===== config.mk =====
export PLATFORM = sky130hd
export DESIGN_NAME = dice_lights_sched_flat
export DESIGN_NICKNAME = d
export VERILOG_FILES = /design/src/rtl/dice_lights_sched_if.sv /design/src/rtl/dice_lights_sched.sv /design/src/flat_wrapper.sv
export SDC_FILE = /design/constraint.sdc
export NUM_CORES = 1
export LEC_CHECK = 0
export CAP_MARGIN = 25
export CELL_PAD_IN_SITES_DETAIL_PLACEMENT = 1
export CELL_PAD_IN_SITES_GLOBAL_PLACEMENT = 2
export CORE_ASPECT_RATIO = 1.4
export CORE_MARGIN = 1
export CORE_UTILIZATION = 29
export DETAILED_ROUTE_END_ITERATION = 10
export DONT_BUFFER_PORTS = 1
export PLACE_DENSITY = 0.67
export SLEW_MARGIN = 10
export SYNTH_ARGS = -nofsm -noshare
export SYNTH_HDL_FRONTEND = slang
export SYNTH_SLANG_ARGS = --single-unit
export TNS_END_PERCENT = 20

===== constraint.sdc =====
create_clock -name clk -period 1.1 [get_ports clk]
set_input_delay 0.11 -clock clk [delete_from_list [all_inputs] [get_ports clk]]
set_output_delay 0.11 -clock clk [all_outputs]
set_load 0.01 [all_outputs]

===== src/rtl/dice_lights_sched_if.sv =====
// Button, dice/lights feedback and display bundle for dice_lights_sched.
// master drives the button and feedback inputs; slave is the scheduler.
interface dice_lights_sched_if;
    logic       button;
    logic [2:0] throw;
    logic [2:0] colour;
    logic       dice_button;
    logic       lights_step;
    logic       sel;
    logic [2:0] result;
    logic       busy;

    modport master (
        output button,
        output throw,
        output colour,
        input  dice_button,
        input  lights_step,
        input  sel,
        input  result,
        input  busy
    );

    modport slave (
        input  button,
        input  throw,
        input  colour,
        output dice_button,
        output lights_step,
        output sel,
        output result,
        output busy
    );
endinterface


===== src/rtl/dice_lights_sched.sv =====
// Display scheduler: lights cadence, dice roll/hold sequencing, display mux.
// Define DICE_ROLL_MIN_EN to enforce a minimum ROLL length of ROLL_MIN cycles.
module dice_lights_sched #(
    parameter int LIGHT_PERIOD = 4,
    parameter int HOLD_CYCLES  = 8,
    parameter int ROLL_MIN     = 3
) (
    input logic                clk,
    input logic                rst,
    dice_lights_sched_if.slave bus
);
    localparam int LW = (LIGHT_PERIOD > 1) ? $clog2(LIGHT_PERIOD) : 1;
    localparam int HW = (HOLD_CYCLES > 1) ? $clog2(HOLD_CYCLES) : 1;
    localparam logic [LW-1:0] LIGHT_LAST = LW'(LIGHT_PERIOD - 1);
    localparam logic [HW-1:0] HOLD_LAST  = HW'(HOLD_CYCLES - 1);

    generate
        if (LIGHT_PERIOD < 2) begin : g_bad_light_period
            $error("dice_lights_sched: LIGHT_PERIOD must be at least 2");
        end
        if (HOLD_CYCLES < 1) begin : g_bad_hold_cycles
            $error("dice_lights_sched: HOLD_CYCLES must be at least 1");
        end
        if (ROLL_MIN < 1) begin : g_bad_roll_min
            $error("dice_lights_sched: ROLL_MIN must be at least 1");
        end
    endgenerate

    typedef enum logic [1:0] {
        LIGHTS = 2'b00,
        ROLL   = 2'b01,
        HOLD   = 2'b10
    } state_t;

    state_t        state;
    logic [LW-1:0] light_cnt;
    logic [HW-1:0] hold_cnt;
    logic          dice_button;
    logic          lights_step;
    logic          sel;
    logic          busy;
    logic [2:0]    result;
    logic          release_ok;
    logic [2:0]    shown_throw;

`ifdef DICE_ROLL_MIN_EN
    localparam int RW = (ROLL_MIN > 1) ? $clog2(ROLL_MIN) : 1;
    localparam logic [RW-1:0] ROLL_LAST = RW'(ROLL_MIN - 1);

    logic [RW-1:0] roll_cnt;

    // Cycles spent in ROLL, saturating once the minimum is reached.
    always_ff @(posedge clk) begin
        if (rst) begin
            roll_cnt <= '0;
        end else if (state != ROLL) begin
            roll_cnt <= '0;
        end else if (roll_cnt != ROLL_LAST) begin
            roll_cnt <= roll_cnt + 1'b1;
        end
    end

    // An early release is held off until the roll has lasted long enough.
    assign release_ok = !bus.button && (roll_cnt >= ROLL_LAST);
`else
    assign release_ok = !bus.button;
`endif

    // Die faces only run 1..6; the two unused codes show as a one.
    assign shown_throw = (bus.throw == 3'd0 || bus.throw == 3'd7)
                       ? 3'd1 : bus.throw;

    // Scheduler FSM; outputs are registered from the next state (Moore).
    always_ff @(posedge clk) begin
        if (rst) begin
            state       <= LIGHTS;
            light_cnt   <= '0;
            hold_cnt    <= '0;
            dice_button <= 1'b0;
            lights_step <= 1'b0;
            sel         <= 1'b0;
            busy        <= 1'b0;
        end else begin
            lights_step <= 1'b0;
            case (state)
                LIGHTS: begin
                    // The cadence keeps running even on the press cycle.
                    if (light_cnt == LIGHT_LAST) begin
                        light_cnt   <= '0;
                        lights_step <= 1'b1;
                    end else begin
                        light_cnt <= light_cnt + 1'b1;
                    end
                    if (bus.button) begin
                        state       <= ROLL;
                        hold_cnt    <= '0;
                        dice_button <= 1'b1;
                        sel         <= 1'b1;
                        busy        <= 1'b1;
                    end
                end
                ROLL: begin
                    hold_cnt <= '0;
                    if (release_ok) begin
                        state       <= HOLD;
                        dice_button <= 1'b0;
                    end
                end
                HOLD: begin
                    // The button is deliberately not looked at here.
                    if (hold_cnt == HOLD_LAST) begin
                        state    <= LIGHTS;
                        hold_cnt <= '0;
                        sel      <= 1'b0;
                        busy     <= 1'b0;
                    end else begin
                        hold_cnt <= hold_cnt + 1'b1;
                    end
                end
                default: begin
                    state       <= LIGHTS;
                    hold_cnt    <= '0;
                    dice_button <= 1'b0;
                    sel         <= 1'b0;
                    busy        <= 1'b0;
                end
            endcase
        end
    end

    // Display register: one cycle behind the mux select and its inputs.
    always_ff @(posedge clk) begin
        if (rst) begin
            result <= 3'd0;
        end else if (sel) begin
            result <= shown_throw;
        end else begin
            result <= bus.colour;
        end
    end

    assign bus.dice_button = dice_button;
    assign bus.lights_step = lights_step;
    assign bus.sel         = sel;
    assign bus.busy        = busy;
    assign bus.result      = result;
endmodule


===== src/flat_wrapper.sv =====
// flat-port wrapper written by rule: the top's interface ports become plain ports
module dice_lights_sched_flat 
#(
    parameter int LIGHT_PERIOD = 4,
    parameter int HOLD_CYCLES  = 8,
    parameter int ROLL_MIN     = 3
)
  (clk, rst, bus_button, bus_throw, bus_colour, bus_dice_button, bus_lights_step, bus_sel, bus_result, bus_busy);
  dice_lights_sched_if bus_i ();
  input logic clk;
  input logic rst;
  input wire logic [$bits(bus_i.button)-1:0] bus_button;
  input wire logic [$bits(bus_i.throw)-1:0] bus_throw;
  input wire logic [$bits(bus_i.colour)-1:0] bus_colour;
  output wire logic [$bits(bus_i.dice_button)-1:0] bus_dice_button;
  output wire logic [$bits(bus_i.lights_step)-1:0] bus_lights_step;
  output wire logic [$bits(bus_i.sel)-1:0] bus_sel;
  output wire logic [$bits(bus_i.result)-1:0] bus_result;
  output wire logic [$bits(bus_i.busy)-1:0] bus_busy;
  assign bus_i.button = bus_button;
  assign bus_i.throw = bus_throw;
  assign bus_i.colour = bus_colour;
  assign bus_dice_button = bus_i.dice_button;
  assign bus_lights_step = bus_i.lights_step;
  assign bus_sel = bus_i.sel;
  assign bus_result = bus_i.result;
  assign bus_busy = bus_i.busy;
  dice_lights_sched #(.LIGHT_PERIOD(LIGHT_PERIOD), .HOLD_CYCLES(HOLD_CYCLES), .ROLL_MIN(ROLL_MIN)) u_core (.clk(clk), .rst(rst), .bus(bus_i));
endmodule

==> Yosys cells after proc, flatten, opt, wreduce, memory -nomap -nowiden <==
Index checks and enable logic that the tools add are counted.
{ "word_totals": {"word_cells": 43, "output_inout_bits": 7, "ff_bits": 13, "in_bits": 9} }
{ "classes": {"bitwise": 3, "eq_ne": 8, "muxes": 16, "add_sub_neg": 2, "reduce_logical": 7} }
{ "op_table": {"columns": ["op", "n"], "rows": [
  ["2-to-1 mux 3 bit", 4],
  ["AND reduction 3 bit", 3],
  ["2-to-1 mux 2 bit", 4],
  ["== test 3 bit, second input constant", 2],
  ["case mux 1 bit (3 select lines)", 2],
  ["case mux 2 bit (3 select lines)", 1],
  ["case mux 3 bit (2 select lines)", 1],
  ["== test 2 bit, second input constant", 2],
  ["2-to-1 mux 1 bit", 4],
  ["!= test 2 bit, second input constant", 2],
  ["adder 3 x 1 -> 3 bit, second input constant", 1],
  ["zero test 3 bit", 1],
  ["NOT 1 bit", 3],
  ["adder 2 x 1 -> 2 bit, second input constant", 1],
  ["== test 2 x 1 -> 1 bit, second input constant", 1],
  ["zero test 2 bit", 1],
  ["!= test 2 x 1 -> 1 bit, second input constant", 1],
  ["OR reduction 2 bit", 1],
  ["logical OR 1 bit", 1]
]} }

==> Depth between registers and ports, before layout <==
Gate-level depths: netlist of run 1.
{ "depth": {"depth_word": 4, "mapped_depth": 5, "mapped_depth_nobuf": 5} }

==> Worst setup path after synthesis of run 1 <==
OpenSTA, ideal clock, no wires.
{ "synth_path": {"path_kind": "flip-flop to flip-flop", "from": "register u_core.hold_cnt[0]", "to": "register u_core.hold_cnt[2]", "arrival_time_ps": 937, "path_slack_ps": 43, "required_time_ps": 980, "path_stages_with_launch": 5, "setup_ps": 120, "period_less_slack_ps": 1057, "n_path_buf": 0, "path_cell_list": "dfxtp_1 > ha_1 > ha_1 > a21oi_1 > nor3_1"} }
{ "synth_between": {"elab_chain_cells": 3, "word_cells_on_any_way": 4, "cone_classes": "add/sub (1); eq/ne (1); mux (2)"} }
{ "synth_rtl": {"columns": ["item", "line_no", "text"], "rows": [
  ["start: declaration", "dice_lights_sched.sv:37", "logic [HW-1:0] hold_cnt;"],
  ["start signal: assignment", "dice_lights_sched.sv:117", "hold_cnt <= hold_cnt + 1'b1;"],
  ["adder 3 x 1 -> 3 bit / == test 3 bit (equally long branches)", "dice_lights_sched.sv:117, dice_lights_sched.sv:111", null],
  ["2-to-1 mux 3 bit (*)", "dice_lights_sched.sv:111", "if (hold_cnt == HOLD_LAST) begin"],
  ["case mux 3 bit (2 select lines) (*)", "dice_lights_sched.sv:85", "case (state)"]
]} }
Every way passes the cells marked *; elsewhere a longest branch is shown, timed or not.
A chain may end at the register's enable or synchronous reset.

==> Worst setup path after layout of run 1 <==
Ends and elaborated chain as after synthesis.

==> results, run 1 <==
- The starting utilization of the core area is 31.0%.
- The total area inside the core boundary comes to 1780 sq um.
- Across all register-to-register paths, the minimum setup slack is 40 ps.
- The clock net sink count is 13.
- The path with the worst hold slack has its endpoint at u_core.state[0].
- The worst pin sits at a relative slew slack of 66.1%.
- After detailed placement, the total cell area comes to 571 sq um.
- The worst hold path begins at bus_button.
- The number of placed instances with taps included is 82.
- The first detailed-routing pass took 2 iterations.
- After synthesis, the largest area contributor takes up 47.2% of total cell area.
- The final net count is 86.
- The number of endpoints with negative hold slack in the final report was 0.
- The net count after synthesis is 76.
- Cells with a size suffix above 1 make up 19.2% of the layout.
- The path depth of the worst reg2reg path is 4.
- The filler cell count is 220.
- The setup slack at placement is -31.0 ps.
- The count of input and output buffers is 0.
- The first-pass GRT wire length is 1.81 mm.
- Summing every instance area after synthesis gives 552 sq um.
- TritonCTS created 3 clock buffers.
- The count of yosys warnings during synthesis is 0.
- The analysis attributes to cell leakage a power of 0.264 nW.
- The final-report max-slew violation count is 0.
- The residual antenna-violating net count after detailed routing is 0.
- After clock tree synthesis, the clock-pin slew on the worst setup and hold paths is 80 ps.
- The via count of the first global-routing pass came to 456.
- The count of different cell masters after synthesis is 20.
- No sink is reached through more buffers than the 2 on the longest clock path.
- The number of levels the H-tree was split into is 1.
- The full die area is 2080 sq um.
- The share of the clock period used by the worst path is 96.3%.
- After detailed routing, the number of remaining DRC violations is 0.
- The post-route worst setup slack is 40.9 ps.
- The highest attainable clock frequency is 0.944 GHz.
- TritonCTS built the clock tree.
- The clock period could shrink to 1060 ps.
- Cells fill 38.7% of the core in the end.
- The slew at the pin closest to its max-slew limit is 507 ps.
- The number of setup violations in the final report is 0.
- The count of max-cap constraint violations is 0.
- The source of the worst register-to-register timing path is u_core.hold_cnt[0].
- After routing the design area is 688 sq um.
- The startpoint class of the critical path is a flop.
- The total power is 950 uW.
- The average cell area after synthesis is 8.62 sq um.
- The via count is 477.
- The worst setup path is of the reg -> reg kind.
- In the post-synthesis netlist, the biggest area contributors are sky130_fd_sc_hd__dfxtp_1 47%, sky130_fd_sc_hd__a21oi_1 8.2%, sky130_fd_sc_hd__ha_1 6.8%.
- The multi-input combinational cells in the finished layout cover a total of 288 sq um.
- The maximum vdd drop is 0.638 mV.
- The die extent in y is 53.6 microns.
- The mean routed wirelength per cell is 12.2 microns.
- The global placement routability congestion is 0.631.
- The area growth from synthesis to layout is 24.7%.
- The final layout contains routed wiring with a total length of 1.13 mm.
- The die is 38.9 microns wide.
- The number of antenna violations at the first check in global routing is 0.
- The area used by sequential logic in the layout is 263 sq um.
- The worst register-to-register path ends at u_core.hold_cnt[2].
- The later pin in the worst-skew pair is clocked with a latency of 280 ps.
- The library cell with the largest summed area after synthesis is sky130_fd_sc_hd__dfxtp_1.
- The element type at the critical path end is a flop.
- The worst hold path depth is 2.
- The vias per cell is 5.13.
- In the synthesized netlist, the number of instances is 64.
- Synthesis inferred 13 register bits.
- The count of placed standard cells in the final layout, fillers left out is 93.
- For this design the top-level I/O count stands at 16.
- The worst min-delay path category is in -> reg.
- The placed wire-length estimate is 713 microns.
- The setup clock skew after layout is 7.11 ps.
- The number of antenna diodes in the final layout is 0.
- The placement row count is 18.
- Setup repair after global routing could not meet its margin everywhere.
- The pin count of the biggest net entering global routing is 14.
- STA puts the critical path data arrival time at 1210 ps.
- After the first detailed-routing iteration, the DRC count stood at 1.
- Across every metal layer, demand over resource in global routing totals 13.2%.
- The flow ran to the end, and the final reports show no timing, DRC or antenna violations.
- The buffer cell driving the clock tree root is sky130_fd_sc_hd__clkbuf_4.
- After synthesis, flip-flops and latches occupy 47.2% of the total area.
- The overall overflow remaining after global route is 0.
- The maximum net fanout on the critical path is 2.
- Data on the critical path is required at its endpoint by 1250 ps.
- The power density normalized to cell area is 1380 nW/um^2.
-- per-stage QoR --
stage | TNS, ps | hold WS, ps
after detailed placement | -47.7 | 182
final | 0 | 12.3
after CTS | 0 | 8.53
after global routing | -9.30 | 36.0
after global placement | -15.2 | 180
after floorplan | 0 | 183
-- worst max-delay path, cell delays in order (launching register included) --
cell	delay, ps
sky130_fd_sc_hd__dfxtp_2	330
sky130_fd_sc_hd__ha_2	190
sky130_fd_sc_hd__ha_4	230
sky130_fd_sc_hd__a21oi_2	120
sky130_fd_sc_hd__nor3_1	50
-- report_power, final --
part	internal, mW	total, mW	switching [mW]
Sequential	0.504	0.539	0.0347
Combinational	0.0610	0.116	0.0551
Clock	0.140	0.296	0.155
-- synth_stat cells --
| master | count |
|---|---|
| sky130_fd_sc_hd__buf_1 | 1 |
| sky130_fd_sc_hd__nor2_2 | 1 |
| sky130_fd_sc_hd__inv_1 | 1 |
| sky130_fd_sc_hd__nand3_1 | 2 |
| sky130_fd_sc_hd__nor3b_1 | 4 |
| sky130_fd_sc_hd__a211oi_1 | 1 |
| sky130_fd_sc_hd__nor4b_1 | 1 |
| sky130_fd_sc_hd__nand2b_1 | 3 |
| sky130_fd_sc_hd__o21bai_1 | 1 |
| sky130_fd_sc_hd__a21oi_1 | 9 |
| sky130_fd_sc_hd__nor3_1 | 3 |
| sky130_fd_sc_hd__nand2_1 | 5 |
| sky130_fd_sc_hd__o21ai_0 | 2 |
| sky130_fd_sc_hd__nor2b_1 | 1 |
| sky130_fd_sc_hd__nor2_1 | 9 |
| sky130_fd_sc_hd__buf_2 | 2 |
| sky130_fd_sc_hd__buf_4 | 1 |
| sky130_fd_sc_hd__dfxtp_1 | 13 |
| sky130_fd_sc_hd__ha_1 | 3 |
| sky130_fd_sc_hd__maj3_2 | 1 |
-- cell usage in the layout (no fill, tap or decap), drive strengths merged --
| master | netlist | layout |
|---|---|---|
| o21bai | 1 | 1 |
| nand2 | 5 | 5 |
| clkbuf | 0 | 4 |
| buf | 4 | 3 |
| a211oi | 1 | 1 |
| a21oi | 9 | 9 |
| ha | 3 | 3 |
| dfxtp | 13 | 13 |
| nand2b | 3 | 3 |
| o21ai | 2 | 2 |
| dlygate4sd3 | 0 | 6 |
| inv | 1 | 1 |
| maj3 | 1 | 1 |
| nor4b | 1 | 1 |
| nor2b | 1 | 1 |
| nor3b | 4 | 4 |
| nor2 | 10 | 10 |
| nor3 | 3 | 3 |
| nand3 | 2 | 2 |
-- logic make-up (layout without fill, tap and decap cells) --
logic type	after synthesis	in the layout	synth area share [%]
buffers and inverters	5	14	4.53
adder cells (fa/ha/maj)	4	4	8.84
flip-flops	13	13	47.2
AO/OA/AOI/OAI	13	13	12.7
AND/OR/NAND/NOR	29	29	26.8
-- worst max path at each step --
stage	from	endpoint	slack, ps
finish	u_core.hold_cnt[0]	u_core.hold_cnt[2]	40
global route	u_core.hold_cnt[0]	u_core.hold_cnt[0]	-9
CTS	u_core.bus.sel	bus_busy	20
detailed placement	u_core.hold_cnt[0]	u_core.hold_cnt[2]	-30
global placement	u_core.hold_cnt[0]	u_core.hold_cnt[2]	-20
floorplan	u_core.hold_cnt[0]	u_core.hold_cnt[2]	40
-- flip-flops by register name, indices dropped and copies added, names as in the netlist --
register,cells
u_core.light_cnt,2
u_core.hold_cnt,3
u_core.bus.dice_button,1
u_core.state,2
u_core.bus.lights_step,1
u_core.bus.result,3
u_core.bus.sel,1
-- timing repair --
action / 4_1_cts / 5_1_grt
gates cloned: 0 / 0
hold buffers: 6 / 0
endpoints found under the setup margin: 4 / 5
gates resized for setup: 6 / 1
hold endpoints to repair: 13 / 0
pin swaps: 2 / 1
buffers inserted: 1 / 0
-- layout make-up --
class	instances	area share (%)
Inverter	1	0.545
Sequential cell	13	38.2
Clock buffer	4	3.82
Tap cell	20	3.64
Multi-Input combinational cell	46	41.8
Timing Repair Buffer	9	12.0
-- metal layers --
metal | up-vias | wire length (microns) | track usage, %
met3 | 4 | 64 | 2.89
li1 | 238 | - | -
met5 | - | 0 | 0
met4 | 0 | 34 | 12.1
met1 | 221 | 516 | 14.4
met2 | 14 | 515 | 20.6
Power figures use the tool's default switching activity.
==> inputs of run 2 (changes only) <==
--- a/config.mk
+++ b/config.mk
@@ -10,10 +10,10 @@
 export CELL_PAD_IN_SITES_GLOBAL_PLACEMENT = 2
 export CORE_ASPECT_RATIO = 1.4
 export CORE_MARGIN = 1
-export CORE_UTILIZATION = 29
+export CORE_UTILIZATION = 23
 export DETAILED_ROUTE_END_ITERATION = 10
-export DONT_BUFFER_PORTS = 1
-export PLACE_DENSITY = 0.67
+export GPL_ROUTABILITY_DRIVEN = 0
+export PLACE_DENSITY = 0.7
 export SLEW_MARGIN = 10
 export SYNTH_ARGS = -nofsm -noshare
 export SYNTH_HDL_FRONTEND = slang
==> results, run 2 (synthesis gave the netlist of run 1 again) <==
- The routed wire length is 1.38 mm (+22%).
- The die extent in y was 60.0 microns (+12%).
- The depth of the critical timing path with buffers and inverters included is 5 (+1).
- The worst hold margin was 387 ps (+375 ps).
- The fraction of final layout cells with drive strength greater than 1 was 28.4% (+9.2 points).
- The number of buffers added by the clock tree synthesis step is 3 (unchanged).
- The maximum vdd drop is 0.532 mV (-17%).
- The maximum net fanout on the critical path is 2 (unchanged).
- The share of power burned in combinational logic is 18.7% (+6.5 points).
- The count of input and output buffers is 15 (+15).
- The total power is 1.03 mW (+8.8%).
- The number of endpoints with negative hold slack in the final report is 0 (unchanged).
- The post-CTS setup repair buffer count is 0 (-1).
- The overall track demand over capacity in global routing is 13.1% (-0.13 points).
- The switching component of the power came to 283 uW (+16%).
- The critical setup path kind is reg -> reg.
- The length of the first detailed-routing pass in iterations came to 7 (+5).
- The count of placed standard cells in the final layout, fillers left out is 110 (+18%).
- The maximum root-to-sink buffer count is 2 (unchanged).
- The final antenna diode count is 0 (unchanged).
- The number of ports placed on the die boundary is 16 (unchanged).
- The cell sitting at the root of the clock tree is a sky130_fd_sc_hd__clkbuf_4.
- The residual antenna-violating net count after detailed routing is 0 (unchanged).
- Leaving out fill and tap cells, the most frequent cell in the layout is sky130_fd_sc_hd__dfxtp_1.
- The proportion of total power due to net switching is 27.4% (+1.6 points).
- The mean routed wirelength per cell is 12.5 microns (+3.2%).
- Walking the worst path, the cells encountered are ha_4 -> ha_4 -> nor2_2 -> a21oi_2 -> nor3_2.
- The number of placed instances with taps included is 106 (+29%).
- In the layout the commonest cells are 10 x sky130_fd_sc_hd__dfxtp_1, 9 x sky130_fd_sc_hd__buf_4, 8 x sky130_fd_sc_hd__clkdlybuf4s50_1.
- The worst min-delay path category is in -> reg.
- The critical path starts at u_core.hold_cnt[0].
- The placed wire-length estimate is 1.01 mm (+41%).
- The final net count is 101 (+17%).
- The time the worst path needs with I/O delays and setup is 1050 ps (-11.2 ps).
- The instance area at placement came to 776 sq um (+36%).
- The vias per cell is 4.98 (-2.9%).
- The first-pass GRT wire length was 2.43 mm (+34%).
- The total of hold buffers inserted after clock tree synthesis came to 0 (-6).
- In the final layout, the registers with the most flip-flops are u_core.bus.result x3, u_core.hold_cnt x3.
- The static leakage was 0.353 nW (+34%).
- STA classifies the critical path startpoint as a flop.
- The kind of cell adding the most delay to the critical path is flip-flops.
- The largest stage delay on the critical path was 340 ps (about the same).
- The part of the power in the clock network came to 30.6% (-0.5 points).
- The starting utilization of the core area is 24.8% (-6.2 points).
- The starting DRC count in detailed routing is 18 (+17).
- The clock-pin slew on the worst setup and hold paths is 80 ps (about the same).
- The clock insertion delay at the later pin of the skew report is 290 ps (about the same).
- The post-route worst setup slack is 52.1 ps (+11.2 ps).
- The share of the clock period used by the worst path is 95.3% (-1.0 points).
- The final-report max-slew violation count is 0 (unchanged).
- The number of setup violations in the final report is 0 (unchanged).
- The slowest library cell on the worst path is sky130_fd_sc_hd__dfxtp_2.
- The register share of total power came to 50.7% (-6.0 points).
- The endpoint identified for the worst register-to-register timing path is u_core.hold_cnt[0].
- The setup clock skew after layout came to 1.95 ps (-5.16 ps).
- The count of max-cap constraint violations is 0 (unchanged).
- The placeable core area is 2230 sq um (+25%).
- The highest attainable clock frequency is 0.954 GHz (+1.1%).
- The area of all placed cells without fillers came to 845 sq um (+23%).
- The placement row count is 20 (+2).
- The element type at the critical path end is a flop.
- The clock net sink count is 13 (unchanged).
- The number of levels the H-tree was split into is 1 (unchanged).
- The reg2reg setup slack came to 50 ps (about the same).
- The checks that failed: design-rule violations.
- From synthesis to final layout, the design area changed by 53.1%.
- The most repeated library cell on the critical path is sky130_fd_sc_hd__ha_4.
- The setup slack at placement was -82.9 ps (-51.9 ps).
- The power density normalized to cell area is 1220 nW/um^2 (-11%).
- The relative max-transition margin is 84.7% (+19 points).
- The final setup TNS came to 0 ps (unchanged).
- The total internal power is 751 uW (+6.5%).
- The data required time of the worst path was 1320 ps (+70 ps).
- The slew at the pin closest to its max-slew limit is 226 ps (-281 ps).
- The post-layout utilization of the core was 37.9% (-0.76 points).
- The die extent in x came to 43.4 microns (+12%).
- The sum of buffers and inverters on the critical path was 0 (unchanged).
- The final routed DRC violation total is 10 (+10).
- The data arrival time at the worst-slack endpoint is 1270 ps (+60 ps).
- The number of antenna violations at the first check in global routing was 0 (unchanged).
- The source of the worst register-to-register timing path is u_core.hold_cnt[0].
- TritonCTS built the clock tree.
- The via count came to 548 (+15%).
- The full die area was 2600 sq um (+25%).
- The overall overflow remaining after global route is 0 (unchanged).
- The flow ran to the end, but the final reports show violations.
- The end point of the critical path is u_core.hold_cnt[0].
- The pin count of the biggest net entering global routing was 11 (-3).
- The via count of the first global-routing pass is 569 (+25%).
- The path depth of the worst reg2reg path is 5 (+1).
-- run 2: how the worst min path moves through the flow --
stage / startpoint / endpoint / slack [ps] / cells after the start
final: bus_colour[1] / u_core.bus.result[1] / 390 / 3
after floorplan: rst / u_core.bus.result[0] / 180 / 1
after global routing: bus_colour[1] / u_core.bus.result[1] / 390 / 3
after CTS: bus_colour[2] / u_core.bus.result[2] / 390 / 3
after global placement: u_core.light_cnt[1] / u_core.light_cnt[1] / 470 / 2
after detailed placement: u_core.light_cnt[1] / u_core.light_cnt[1] / 480 / 2
-- run 2: metal layers --
layer	track usage [%]	wire [microns]
met2	23.6	685
met5	0	0
met3	1.81	87
met1	13.1	535
met4	10.7	71
-- run 2: worst min-delay path, delay by kind of cell --
| kind | cells | cell delay (ps) |
|---|---|---|
| compound gates | 1 | 50 |
| buf+inv | 1 | 400 |
| simple gates | 1 | 70 |
-- run 2: area by class of cell --
type	instances	area (sq um)
fillers	276	1380
inverters	1	3.75
clock buffers	4	26.3
well taps	22	27.5
multi-input cells	46	314
flip-flops and latches	13	264
repair buffers	24	209
-- run 2: repair_timing --
item / 4_1_cts / 5_1_grt
pin swaps: 2 / 3
resized for setup: 10 / 10
setup endpoints to repair: 11 / 3
cloned: 0 / 0
-- run 2: power by group through the flow --
stage,logic (mW),clock network [mW],registers (mW)
finish,0.193,0.316,0.525
global route,0.217,0.357,0.531
CTS,0.192,0.331,0.524
detailed placement,0.204,0,0.536
global placement,0.201,0,0.534
floorplan,0.0843,0,0.540
